==> config.mk <==
export PLATFORM = sky130hd
export DESIGN_NAME = alu_cmd_issuer
export DESIGN_NICKNAME = d
export VERILOG_FILES = /design/src/rtl/alu_pkg.sv /design/src/rtl/alu_cmd_fifo.sv /design/src/rtl/alu_cmd_issuer.sv
export SDC_FILE = /design/constraint.sdc
export NUM_CORES = 1
export LEC_CHECK = 0
export ABC_AREA = 1
export CAP_MARGIN = 40
export CORE_UTILIZATION = 45
export DETAILED_ROUTE_END_ITERATION = 10
export GPL_TIMING_DRIVEN = 0
export PLACE_DENSITY_LB_ADDON = 0.1
export SYNTH_ARGS = -nofsm -noshare
export SYNTH_HDL_FRONTEND = slang
export SYNTH_SLANG_ARGS = --single-unit
export TNS_END_PERCENT = 20
==> constraint.sdc <==
create_clock -name clk -period 2.2 [get_ports clk]
set_input_delay 0.66 -clock clk [delete_from_list [all_inputs] [get_ports clk]]
set_output_delay 0.66 -clock clk [all_outputs]
set_load 0.1 [all_outputs]
==> src/rtl/alu_pkg.sv <==
// Shared opcodes, FSM state encoding and command record for the ALU command issuer.
package alu_pkg;

    localparam logic [3:0] OP_ADD    = 4'h1;
    localparam logic [3:0] OP_SUB    = 4'h2;
    localparam logic [3:0] OP_MUL    = 4'h4;
    localparam logic [3:0] OP_MOD3   = 4'h8;
    localparam logic [7:0] DUMMY_ANS = 8'hFF;

    typedef enum logic [1:0] {
        ST_IDLE    = 2'd0,
        ST_ISSUE   = 2'd1,
        ST_CAPTURE = 2'd2,
        ST_RESP    = 2'd3
    } state_e;

    typedef struct packed {
        logic [3:0] opcode;
        logic [7:0] num_1;
        logic [7:0] num_2;
    } alu_cmd_t;

endpackage

==> src/rtl/alu_cmd_fifo.sv <==
// Synchronous command FIFO; a push is refused while full even if a pop happens in the same cycle.
module alu_cmd_fifo #(
    parameter int WIDTH = 16,
    parameter int DEPTH = 4
) (
    input  logic                     clk,
    input  logic                     rst,
    input  logic                     i_push,
    input  logic                     i_pop,
    input  logic [WIDTH-1:0]         i_wdata,
    output logic [WIDTH-1:0]         o_rdata,
    output logic                     o_full,
    output logic                     o_empty,
    output logic [$clog2(DEPTH):0]   o_count
);
    localparam int AW = $clog2(DEPTH);
    localparam logic [AW:0] FULL_CNT = (AW + 1)'(DEPTH);

    logic [WIDTH-1:0] r_mem [DEPTH];
    logic [AW-1:0]    r_wr_ptr;
    logic [AW-1:0]    r_rd_ptr;
    logic [AW:0]      r_count;
    logic             w_do_push;
    logic             w_do_pop;

    assign w_do_push = i_push && (r_count != FULL_CNT);
    assign w_do_pop  = i_pop && (r_count != '0);

    always_ff @(posedge clk) begin
        if (rst) begin
            r_wr_ptr <= '0;
            r_rd_ptr <= '0;
            r_count  <= '0;
        end else begin
            if (w_do_push) r_wr_ptr <= r_wr_ptr + AW'(1);
            if (w_do_pop)  r_rd_ptr <= r_rd_ptr + AW'(1);
            case ({w_do_push, w_do_pop})
                2'b10:   r_count <= r_count + (AW + 1)'(1);
                2'b01:   r_count <= r_count - (AW + 1)'(1);
                default: r_count <= r_count;
            endcase
        end
    end

    // Storage needs no reset: it is only read while the count says it holds data.
    always_ff @(posedge clk) begin
        if (w_do_push) r_mem[r_wr_ptr] <= i_wdata;
    end

    assign o_rdata = r_mem[r_rd_ptr];
    assign o_full  = (r_count == FULL_CNT);
    assign o_empty = (r_count == '0);
    assign o_count = r_count;

endmodule

==> src/rtl/alu_cmd_issuer.sv <==
// Queues ALU commands, issues them to a one-cycle-latency ALU and returns each result over valid/ready.
// Define ALU_CMD_ISSUER_CHECK_EN to build the result self-check model driving rsp_mismatch.
module alu_cmd_issuer
    import alu_pkg::*;
#(
    parameter int NUM_WIDTH  = 8,
    parameter int OP_WIDTH   = 4,
    parameter int FIFO_DEPTH = 4
) (
    input  logic                 clk,
    input  logic                 rst,
    input  logic                 cmd_valid,
    output logic                 cmd_ready,
    input  logic [OP_WIDTH-1:0]  cmd_opcode,
    input  logic [NUM_WIDTH-1:0] cmd_num_1,
    input  logic [NUM_WIDTH-1:0] cmd_num_2,
    output logic [OP_WIDTH-1:0]  alu_opcode,
    output logic [NUM_WIDTH-1:0] alu_num_1,
    output logic [NUM_WIDTH-1:0] alu_num_2,
    input  logic [NUM_WIDTH-1:0] alu_ans,
    output logic                 rsp_valid,
    input  logic                 rsp_ready,
    output logic [NUM_WIDTH-1:0] rsp_ans,
    output logic [OP_WIDTH-1:0]  rsp_opcode,
    output logic                 rsp_err,
    output logic                 rsp_mismatch
);
    localparam int CMD_W = OP_WIDTH + 2 * NUM_WIDTH;
    localparam int CNT_W = $clog2(FIFO_DEPTH) + 1;

    // Handshakes: a transfer happens on a rising edge where valid && ready; valid never waits on ready
    // and payload stays stable while valid is high and ready is low.
    state_e               r_state;
    logic [OP_WIDTH-1:0]  r_alu_opcode;
    logic [NUM_WIDTH-1:0] r_alu_num_1;
    logic [NUM_WIDTH-1:0] r_alu_num_2;
    logic                 r_rsp_valid;
    logic [NUM_WIDTH-1:0] r_rsp_ans;
    logic [OP_WIDTH-1:0]  r_rsp_opcode;
    logic                 r_rsp_err;

    logic                 w_full;
    logic                 w_empty;
    logic                 w_pop;
    logic                 w_rsp_fire;
    logic [CMD_W-1:0]     w_head;
    logic [CNT_W-1:0]     w_unused_count;
    logic [OP_WIDTH-1:0]  w_head_opcode;
    logic [NUM_WIDTH-1:0] w_head_num_1;
    logic [NUM_WIDTH-1:0] w_head_num_2;

    alu_cmd_fifo #(
        .WIDTH (CMD_W),
        .DEPTH (FIFO_DEPTH)
    ) u_fifo (
        .clk     (clk),
        .rst     (rst),
        .i_push  (cmd_valid),
        .i_pop   (w_pop),
        .i_wdata ({cmd_opcode, cmd_num_1, cmd_num_2}),
        .o_rdata (w_head),
        .o_full  (w_full),
        .o_empty (w_empty),
        .o_count (w_unused_count)
    );

    assign w_head_opcode = w_head[CMD_W-1 -: OP_WIDTH];
    assign w_head_num_1  = w_head[2*NUM_WIDTH-1 -: NUM_WIDTH];
    assign w_head_num_2  = w_head[NUM_WIDTH-1:0];

    assign w_rsp_fire = r_rsp_valid && rsp_ready;
    // The next command is taken either from idle or straight out of a completed response.
    assign w_pop = !w_empty && ((r_state == ST_IDLE) || ((r_state == ST_RESP) && w_rsp_fire));

    always_ff @(posedge clk) begin
        if (rst) begin
            r_state      <= ST_IDLE;
            r_alu_opcode <= '0;
            r_alu_num_1  <= '0;
            r_alu_num_2  <= '0;
            r_rsp_valid  <= 1'b0;
            r_rsp_ans    <= '0;
            r_rsp_opcode <= '0;
            r_rsp_err    <= 1'b0;
        end else begin
            case (r_state)
                ST_IDLE: begin
                    if (w_pop) begin
                        r_alu_opcode <= w_head_opcode;
                        r_alu_num_1  <= w_head_num_1;
                        r_alu_num_2  <= w_head_num_2;
                        r_state      <= ST_ISSUE;
                    end
                end
                ST_ISSUE: begin
                    r_state <= ST_CAPTURE;
                end
                ST_CAPTURE: begin
                    r_rsp_ans    <= alu_ans;
                    r_rsp_opcode <= r_alu_opcode;
                    r_rsp_err    <= !$onehot(r_alu_opcode);
                    r_rsp_valid  <= 1'b1;
                    r_state      <= ST_RESP;
                end
                default: begin
                    if (w_rsp_fire) begin
                        r_rsp_valid <= 1'b0;
                        if (w_pop) begin
                            r_alu_opcode <= w_head_opcode;
                            r_alu_num_1  <= w_head_num_1;
                            r_alu_num_2  <= w_head_num_2;
                            r_state      <= ST_ISSUE;
                        end else begin
                            r_alu_opcode <= '0;
                            r_alu_num_1  <= '0;
                            r_alu_num_2  <= '0;
                            r_state      <= ST_IDLE;
                        end
                    end
                end
            endcase
        end
    end

`ifdef ALU_CMD_ISSUER_CHECK_EN
    logic [NUM_WIDTH-1:0] w_exp_ans;
    logic                 r_mismatch;

    always_comb begin
        w_exp_ans = NUM_WIDTH'(DUMMY_ANS);
        case (r_alu_opcode)
            OP_WIDTH'(OP_ADD):  w_exp_ans = r_alu_num_1 + r_alu_num_2;
            OP_WIDTH'(OP_SUB):  w_exp_ans = r_alu_num_1 - r_alu_num_2;
            OP_WIDTH'(OP_MUL):  w_exp_ans = NUM_WIDTH'(r_alu_num_1[3:0]) * NUM_WIDTH'(r_alu_num_2[3:0]);
            OP_WIDTH'(OP_MOD3): w_exp_ans = r_alu_num_1 % NUM_WIDTH'(3);
            default:            w_exp_ans = NUM_WIDTH'(DUMMY_ANS);
        endcase
    end

    always_ff @(posedge clk) begin
        if (rst) begin
            r_mismatch <= 1'b0;
        end else if (r_state == ST_CAPTURE) begin
            r_mismatch <= (w_exp_ans != alu_ans);
        end
    end

    assign rsp_mismatch = r_mismatch && r_rsp_valid;
`else
    assign rsp_mismatch = 1'b0;
`endif

    assign cmd_ready  = !w_full;
    assign alu_opcode = r_alu_opcode;
    assign alu_num_1  = r_alu_num_1;
    assign alu_num_2  = r_alu_num_2;
    assign rsp_valid  = r_rsp_valid;
    assign rsp_ans    = r_rsp_ans;
    assign rsp_opcode = r_rsp_opcode;
    assign rsp_err    = r_rsp_err;

endmodule

=== After elaboration in Yosys (flattened, before gate mapping) ===
Memory sizes are Yosys's and may differ from the RTL's. A register that Yosys moved wholly into a read port is not among the register bits.
Index checks and enable logic that the tools add are counted.

* Memories kept: 1
* Logic and storage cells: 74
* Bits in registers: 43
* Memory bits (writable): 80
* Output and inout port bits: 36

{| class="wikitable"
|+ Memories
! name !! depth !! bits a word !! read ports !! clocked after Yosys merged registers in !! wr ports !! line !! text
|-
| u_fifo.r_mem || 4 || 20 || 1 || 1 || 1 || alu_cmd_fifo.sv:19 || <nowiki>logic [WIDTH-1:0] r_mem [DEPTH];</nowiki>
|}

* Muxes and demuxes: 23
* Eq/ne operators: 9
* Reduce and logical (&&, ||, !) cells: 21
* Add/subtract/negate cells: 7
* Bitwise operators: 2

{| class="wikitable"
|+ Operators by type and width
! operator !! number
|-
| two-way mux 8 bit || 6
|-
| case mux 8 bit (2 select lines) || 2
|-
| two-way mux 4 bit || 3
|-
| two-way mux 2 bit || 4
|-
| case mux 4 bit (2 select lines) || 1
|-
| == test 2 bit (second input constant) || 3
|-
| case mux 2 bit (3 select lines) || 1
|-
| case mux 3 bit (2 select lines) || 1
|-
| nonzero test 2 bit || 3
|-
| logical AND 1 bit || 5
|-
| adder 1 x 1 -> 2 bit || 2
|-
| adder 2 x 1 -> 2 bit (second input constant) || 2
|-
| == test 2 x 1 -> 1 bit (second input constant) || 2
|-
| two-way mux 1 bit || 4
|-
| AND reduction 2 bit || 2
|-
| nonzero test 4 bit || 1
|-
| OR reduction 2 bit || 2
|-
| adder 2 x 2 -> 3 bit || 1
|-
| adder 3 x 1 -> 3 bit (second input constant) || 1
|-
| == test 3 x 1 -> 1 bit (second input constant) || 1
|-
| == test 3 bit (second input constant) || 1
|-
| logical NOT 1 bit || 3
|-
| logical NOT 3 bit || 1
|-
| inequality test 3 bit (second input constant) || 1
|-
| other kinds (8) || 9
|}

=== Longest topological paths before layout ===
Gate-level depths: netlist (run 1).

* Depth after elaboration: 7
* Gate-level depth with buffers: 14
* Depth with buffers taken out: 14

=== Cells and area by module ===
Synthesis (run 1) repeated with hierarchy kept, for this count alone.

* Cells, all modules: 492
* Area total of the unflattened synthesis: 5044.8 um2

{| class="wikitable"
|+ Modules (own cells, without submodules)
! module !! cells an instance !! area each (um2) !! times used !! sequential area each (um2)
|-
| alu_cmd_fifo || 264 || 3439.5 || 1 || 2582.5
|-
| alu_cmd_issuer || 228 || 1605.3 || 1 || 720.7
|}

=== Least setup slack after synthesis (run 1) ===
No wires, ideal clock.

* Kind: register -> register
* Start point: register u_fifo.r_count[0], in the netlist u_fifo.o_count[0]
* End point: memory u_fifo.r_mem[0][0] in the netlist's numbering, enable pin
* Stages on the path, launching flop included: 5
* Path slack: -0.448 ns
* Clock period less this slack: 2.648 ns
* Path buffers: 0
* Data arrival time: 2.251 ns
* Setup time: 0.397 ns
* Required time: 1.803 ns
* Cell sequence: dfxtp_1 nor2_2 nand2_1 nand2_2 nor2_1

* Longest elaborated chain between the ends: 4

{| class="wikitable"
|+ Ends and longest elaborated chain
! what !! line !! text
|-
| start, declared || alu_cmd_fifo.sv:22 || <nowiki>logic [AW:0] r_count;</nowiki>
|-
| start signal, assigned || alu_cmd_fifo.sv:38 || <nowiki>2'b10: r_count <= r_count + (AW + 1)'(1);</nowiki>
|-
| start signal, assigned || alu_cmd_fifo.sv:39 || <nowiki>2'b01: r_count <= r_count - (AW + 1)'(1);</nowiki>
|-
| start signal, assigned || alu_cmd_fifo.sv:40 || <nowiki>default: r_count <= r_count;</nowiki>
|-
| inequality test 3 bit || alu_cmd_fifo.sv:26 || <nowiki>assign w_do_push = i_push && (r_count != FULL_CNT);</nowiki>
|-
| logical AND 1 bit || alu_cmd_fifo.sv:26 ||
|-
| two-way mux 1 bit || alu_cmd_fifo.sv:47 || <nowiki>if (w_do_push) r_mem[r_wr_ptr] <= i_wdata;</nowiki>
|-
| two-way mux 1 bit (not written as such) || alu_cmd_fifo.sv:47 ||
|-
| end, declared || alu_cmd_fifo.sv:19 ||
|}

Every way passes these cells.

=== Worst setup path after layout (run 1) ===
* Start point: register r_alu_num_2[1], in the netlist alu_num_2[1]
* End point: output alu_num_2[1]

{| class="wikitable"
|+ RTL lines
! what !! line !! text
|-
| start, declared || alu_cmd_issuer.sv:36 || <nowiki>logic [NUM_WIDTH-1:0] r_alu_num_2;</nowiki>
|-
| start signal, assigned || alu_cmd_issuer.sv:91 || <nowiki>r_alu_num_2 <= w_head_num_2;</nowiki>
|-
| start signal, assigned || alu_cmd_issuer.sv:111 || <nowiki>r_alu_num_2 <= w_head_num_2;</nowiki>
|-
| end, declared || alu_cmd_issuer.sv:19 || <nowiki>output logic [NUM_WIDTH-1:0] alu_num_2,</nowiki>
|}

No word-level cell between the ends.

==> results.md, run 1 <==
* Synth Area per Inst at between 9 and 10 µm²
* Reg2reg setup slack at ~0.18 ns
* Final Cycle Share at a little over nine tenths
* Clock power frac at 25.9%
* Final Setup Violations at 0
* Grt total ovfl at 0
* N_diodes at 0
* Yosys top cell area share at about 45%
* First-pass GRT wire length at between 15,000 and 20,000 µm
* TritonRoute pass-1 iters at 8
* Switching power share of the total at approximately 40%
* Clk_skew at slightly below 0.008 ns
* CTS tree: done
* Slew HR at 58.4%
* Final Wtd Congestion at between 0.7 and 0.8
* Max stage delay on crit path at around 0.54 ns
* Launch point of the worst path: alu_num_2[1]
* Syn nets at between 600 and 700
* Hold Path Class: register to register
* Die W at between 100 and 150 µm
* LEAKAGE at ~0.0034 µW
* Final Hold Viols at 0
* YS warnings at 0
* Core Util, Final at between 60% and 70%
* Achievable clock frequency at about 0.47 GHz
* Max Buffers Root-to-Sink at 2
* Final Max Tran Viols at 0
* CP required at approximately 1.5 ns
* Reg clk slew, reported paths at 0.05 ns
* FP Rows at 39
* WS Path Type: register to primary output
* PortBufs at 66
* Footprint of the multi-input gates at roughly 0.0015 mm²
* CTS H-tree lvls at 4
* Sequential area share after synthesis at 61.7%
* Gr usage total at between 10% and 20%
* CTS buffer count at 17
* Clock root cell: clkbuf_16
* Slew at the pin closest to its max-slew limit at a little over 0.6 ns
* P per Cell Area at approximately 1500 mW/mm²
* Post-Syn Instances at between 500 and 600
* Area grow syn2layout at 40.1%
* Initial core utilization at a little under half
* Drt wl/cell at between 10 and 15 µm
* Share of cells above drive strength 1 at 18.0%
* Hold path startpoint: alu_num_1[5]
* Worst r2r src: r_state[0]
* Die H at 111 µm
* Comb power frac at ~46%
* Via-to-Cell Ratio at between 4 and 5
* DIE AREA at roughly 0.012 mm²
* Failing checks: design-rule violations
* Worst Hold Slack at between 0.4 and 0.5 ns
* Flops & latches, synth at 125
* Psw at approximately 4500 µW
* WP buf/inv at 2
* Total number of vias at 3,936
* Flop pwr share at between 20% and 30%
* Worst Path Max Fanout at 2
* Data arrival, critical path at 1.49 ns
* Yosys top cell by area: edfxtp_1
* Fin crit period at ~2.1 ns
* Setup_tns at 0 ns
* Storage cell area at approximately 0.0033 mm²
* HPWL after DPL at around 7700 µm
* Internal power at ~6700 µW
* Synth unique cells at 29
* CTS Hold Bufs at 0
* Largest net degree at the start of global routing at 17
* Largest cells by area after synthesis: edfxtp_1 45%, dfxtp_1 17%, nand2_1 9.2%
* Kind of cell adding the most delay to the critical path: buffers and inverters
* VDD IR-drop max at roughly 730 µV
* Max Cap Violations at 0
* Critical-path cell list: clkdlybuf4s50_1, buf_8
* DR DRC count at 15
* Iter 0 DRT Violations at roughly 300
* Core area at approximately 0.012 mm²
* Final WL at between 10,000 and 15,000 µm
* CP startpoint kind: register
* Commonest non-fill, non-tap cell in the layout: nand2_1
* Vias in the first global route at between 3,000 and 4,000
* # IOs at 68
* Antenna violations before repair at 0
* CP Capture Type: primary output
* Post-route ant nets at 0
* Status: finished with violations
* Nets at about 730
* Clock Latency Late Sink at between 0.4 and 0.5 ns
* Fill cells at roughly 890
* Most frequent cells in the layout: 131 x nand2_1, 105 x inv_1, 80 x edfxtp_1, 61 x nand3_1, 61 x clkdlybuf4s50_1
* Synthesized cell area at between 0.005 and 0.006 mm²
* Highest-delay cell along the critical path: clkdlybuf4s50_1
* CTS sink count at between 100 and 150
==> worst register-to-register path: cells and delay by family (launching register included) <==
family | cells | cell delay (ns)
flip-flops | 1 | 0.33
AO/OA/AOI/OAI | 2 | 0.20
adder cells (fa/ha/maj) | 3 | 0.69
AND/OR/NAND/NOR | 4 | 0.34
buffers and inverters | 4 | 0.34
==> synth_stat cells <==
library cell / instances
edfxtp_1: 80
buf_1: 1
or2_0: 1
nand3_1: 62
inv_1: 105
buf_6: 5
nor2_1: 28
nand2_4: 1
o21ai_2: 5
o21ai_1: 15
xor2_1: 2
nor2_2: 1
conb_1: 1
a21oi_1: 12
o21ai_0: 20
clkbuf_1: 1
dfxtp_1: 45
nand4_2: 1
fa_1: 2
clkbuf_2: 1
a31oi_1: 1
buf_4: 2
buf_2: 16
nand3_2: 2
inv_2: 2
or2_2: 1
nand2_1: 132
nand2_2: 5
ha_1: 11
==> stage by stage <==
stage / instance area, µm² / power, µW / instances / setup slack [ns]
detailed placement: 6820 / 8260 / 809 / -0.414
global route: 7500 / 11800 / 839 / -0.000790
finish: 7500 / 11200 / 839 / 0.0505
floorplan: 5370 / 6480 / 561 / -0.165
CTS: 7450 / 11200 / 840 / 0.000301
global placement: 6210 / 7480 / 770 / -0.547
==> registers in the layout, summed over array words and instances, names as in the netlist, named ones only <==
register / cells
u_fifo.r_wr_ptr: 2
u_fifo.r_mem: 80
rsp_opcode: 4
alu_opcode: 4
rsp_err: 1
u_fifo.r_rd_ptr: 2
rsp_valid: 1
rsp_ans: 8
u_fifo.o_count: 3
alu_num_1: 8
r_state: 2
alu_num_2: 8
==> power groups by stage <==
stage | Combinational [µW] | Clock (µW) | Sequential [µW]
6_report | 5150 | 2900 | 3140
5_1_grt | 5540 | 3060 | 3190
4_1_cts | 5130 | 2950 | 3140
3_5_place_dp | 5080 | 0 | 3180
3_3_place_gp | 4310 | 0 | 3170
2_1_floorplan | 1890 | 0 | 4590
==> cells by family (layout without fill, tap and decap cells) <==
kind of cell	count (synthesis)	in the layout	synth area share [%]
AO/OA/AOI/OAI	53	53	5.32
buffers and inverters	133	268	10.6
XOR/XNOR	2	2	0.327
AND/OR/NAND/NOR	234	234	18.8
adder cells (fa/ha/maj)	13	13	3.32
other	1	1	0.0700
flip-flops	125	125	61.7
==> what timing repair did <==
action                                  in CTS  in global routing
gates resized for setup                      7                 15
pin swaps                                    0                  1
setup buffers                                0                  0
endpoints found under the setup margin       3                 14
==> final timing paths <==
check,end,cells past startpoint
max,alu_num_2[1],2
min,alu_num_1[5],2
max reg2reg,u_fifo.o_count[2],13
min reg2reg,alu_num_1[5],2
==> per-layer routing <==
metal	up-vias	part of all wire (%)	routed length, µm	track usage (%)
met4	0	1.4	160	7.75
met1	1817	45	5120	23.8
li1	2028	-	-	-
met2	76	49	5500	33.3
met3	15	4.3	486	6.62
met5	-	0	0	0
==> cell type report <==
class | instances | share of cell area [%]
clock inverter | 14 | 2.55
clock buffer | 18 | 5.72
sequential | 125 | 44.1
timing repair buffer | 103 | 17.3
multi-input combinational | 303 | 20.4
inverter | 107 | 5.35
tap | 143 | 2.38
buffer | 26 | 2.18
Power figures use the tool's default switching activity.
==> inputs of run 2 (changes only) <==
--- a/config.mk
+++ b/config.mk
@@ -10,7 +10,9 @@
 export CORE_UTILIZATION = 45
 export DETAILED_ROUTE_END_ITERATION = 10
 export GPL_TIMING_DRIVEN = 0
+export HOLD_SLACK_MARGIN = 0.02
 export PLACE_DENSITY_LB_ADDON = 0.1
+export SKIP_LAST_GASP = 1
 export SYNTH_ARGS = -nofsm -noshare
 export SYNTH_HDL_FRONTEND = slang
 export SYNTH_SLANG_ARGS = --single-unit
==> constraint.sdc (replaced) <==
create_clock -name clk -period 2.6 [get_ports clk]
set_input_delay 0.78 -clock clk [delete_from_list [all_inputs] [get_ports clk]]
set_output_delay 0.78 -clock clk [all_outputs]
set_load 0.1 [all_outputs]
==> run 2 against run 1 <==
  * The run still ends with design-rule violations left
  * Worst hold slack is essentially flat
  * Cell area is 1.6% lower
  * Register-to-register slack improved by 0.27 ns
  * Clock-buffer cell count did not move
  * Critical path depth up 2
  * Clock power decreased by 22%
  * Combinational power fell by 16%
  * Cell count rose by 0.24%
  * Non-clock buffer count up 2
  * Power shrank 18%
  * Via count is 1.2% higher
  * Sequential share of layout area rose by 0.61 points
  * Largest cell class unchanged
==> results.md, run 2 (synthesized netlist as in run 1, its figures left out) <==
* Largest net degree at the start of global routing at 17 (unchanged)
* PortBufs at 66 (unchanged)
* FP Rows at 39 (unchanged)
* Post-route cell area at 0.00739 mm² (was 0.00750 mm²)
* CTS tree: done (unchanged)
* Core area at 0.0115 mm² (unchanged)
* Worst Path Max Fanout at 4 (was 2)
* Max FFs per register at 80 (unchanged)
* Max stage delay on crit path at 0.52 ns (was 0.54 ns)
* CP required at 1.82 ns (was 1.54 ns)
* Iter 0 DRT Violations at 204 (was 297)
* Final Wtd Congestion at 0.760 (about the same)
* Drt wl/cell at 13.5 µm (was 13.4 µm)
* TritonRoute pass-1 iters at 8 (unchanged)
* Max Used Layer: met4 (unchanged)
* RSZ-0062 raised after global routing: false
* # IOs at 68 (unchanged)
* CTS sink count at 125 (unchanged)
* Fin crit period at ~2.5 ns
* DIE AREA at 0.0123 mm² (unchanged)
* Final Max Tran Viols at 0 (unchanged)
* Area grow syn2layout at 37.9% (was 40.1%)
* HPWL after DPL at 7790 µm (was 7680 µm)
* Failing checks: design-rule violations (unchanged)
* Grt total ovfl at 0 (unchanged)
* PostCTS Resize Cnt at 0 (was 7)
* Final WL at 11,400 µm (was 11,300 µm)
* Die H at 111 µm (unchanged)
* Largest register by flop count: u_fifo.r_mem (unchanged)
* Setup_tns at 0 ns (unchanged)
* CP startpoint kind: register (unchanged)
* Most frequent cells in the layout: 132 x nand2_1, 105 x inv_1, 80 x edfxtp_1, 66 x clkdlybuf4s50_1, 62 x nand3_1 (was 131 x nand2_1, 105 x inv_1, 80 x edfxtp_1, 61 x nand3_1, 61 x clkdlybuf4s50_1)
* Max Buffers Root-to-Sink at 2 (unchanged)
* Initial core utilization at 46.5% (unchanged)
* P per Cell Area at 1250 mW/mm² (was 1490 mW/mm²)
* Reg clk slew, reported paths at 0.05 ns (about the same)
* Final Setup Violations at 0 (unchanged)
* Clock Latency Late Sink at 0.42 ns (was 0.41 ns)
* Slew at the pin closest to its max-slew limit at 0.836 ns (was 0.624 ns)
* Pre-CTS setup slack at -0.168 ns (was -0.414 ns)
* CTS H-tree lvls at 4 (unchanged)
* DR DRC count at 18 (was 15)
* CP Capture Type: primary output (unchanged)
* Total number of vias at 3,984 (was 3,936)
* Hold Path Class: register to register (unchanged)
* VDD IR-drop max at 560 µV (was 731 µV)
* Vias in the first global route at 3,842 (was 3,886)
* PnR worst setup slack at 0.108 ns (was 0.0505 ns)
* Share of cells above drive strength 1 at 16.5% (was 18.0%)
* Post-CTS setup buffer count at 0 (unchanged)
* Placed Instances at 809 (unchanged)
* Via-to-Cell Ratio at 4.74 (was 4.69)
* WL met2 at 5420 µm (was 5500 µm)
* Status: finished with violations (unchanged)
* Worst Hold Slack at 0.469 ns (about the same)
* Final Cycle Share at between 90% and 100%
* Clock root cell: clkbuf_16 (unchanged)
* Post-route ant nets at 0 (unchanged)
* Critical-path cell list: nor2_2, nand2_1, clkdlybuf4s50_1, buf_8 (was clkdlybuf4s50_1, buf_8)
* WS Path Type: register to primary output (unchanged)
* Nets at 730 (was 728)
* Final Hold Viols at 0 (unchanged)
* Fill cells at 911 (was 893)
* CTS Hold Bufs at 0 (unchanged)
* Highest-delay cell along the critical path: clkdlybuf4s50_1 (unchanged)
* Die W at 111 µm (unchanged)
* Fin cells at 841 (was 839)
* LEAKAGE at 0.00327 µW (was 0.00335 µW)
* CTS buffer count at 17 (unchanged)
* Antenna violations before repair at 0 (unchanged)
* First-pass GRT wire length at 19,000 µm (was 18,700 µm)
* Slew HR at 44.2% (was 58.4%)
* Area post-placement at 0.00681 mm² (was 0.00682 mm²)
* Max Cap Violations at 0 (unchanged)
* N_diodes at 0 (unchanged)
* WL met1 at 5160 µm (was 5120 µm)
* DR WL met3 at 686 µm (was 486 µm)
* Data arrival, critical path at 1.71 ns (was 1.49 ns)
* Gr usage total at 20.3% (was 19.9%)
* Clk_skew at 0.00747 ns (was 0.00772 ns)
* Achievable clock frequency at between 0.4 and 0.5 GHz
* Commonest non-fill, non-tap cell in the layout: nand2_1 (unchanged)
run 2: changes by cell type in the layout (fill, tap and decap cells not counted), sizes merged:
cell,delta
bufinv,-2
clkinvlp,+3
dlymetal6s2s,-3
inv,-2
clkinv,+1
clkdlybuf4s50,+5
run 2: final timing paths:
kind | start | to | slack [ns] | cells past startpoint
worst min register to register | alu_num_1[6] | alu_num_1[6] | 0.47 | 2
worst max register to register | r_state[0] | u_fifo.o_count[2] | 0.45 | 13
worst min-delay path | alu_num_1[6] | alu_num_1[6] | 0.47 | 2
worst max-delay path | u_fifo.o_count[0] | cmd_ready | 0.11 | 4
run 2: stage by stage:
step                power [µW]  utilization [%]
global placement          6320             53.8
finish                    9220             64.1
global route              9710             64.1
CTS                       9290             64.1
detailed placement        7000             59.1
floorplan                 5470                -
run 2: report_power, final:
group / switching [µW] / internal (µW)
logic: 2810 / 1510
clock network: 858 / 1400
registers: 163 / 2480
total: 3830 / 5390
run 2: cell type report:
class	count	area [µm²]	share of cell area [%]
Buffer	26	164	2.22
Clock buffer	18	429	5.81
Clock inverter	14	146	1.98
Inverter	107	402	5.44
Multi-Input combinational cell	303	1500	20.3
Sequential cell	125	3300	44.7
Tap cell	143	179	2.42
Timing Repair Buffer	105	1260	17.1
run 2: critical path, delay by kind of cell, from the launching register on:
family                 cells  cell delay [ns]
buffers and inverters      2             0.72
flip-flops                 1             0.39
AND/OR/NAND/NOR            2             0.18
run 2: metal layers:
metal  track usage, %  vias to the layer above
li1                 -                     2027
met4             9.55                        0
met1             25.1                     1826
met3             6.01                        9
met5                0                        -
met2             32.9                      122
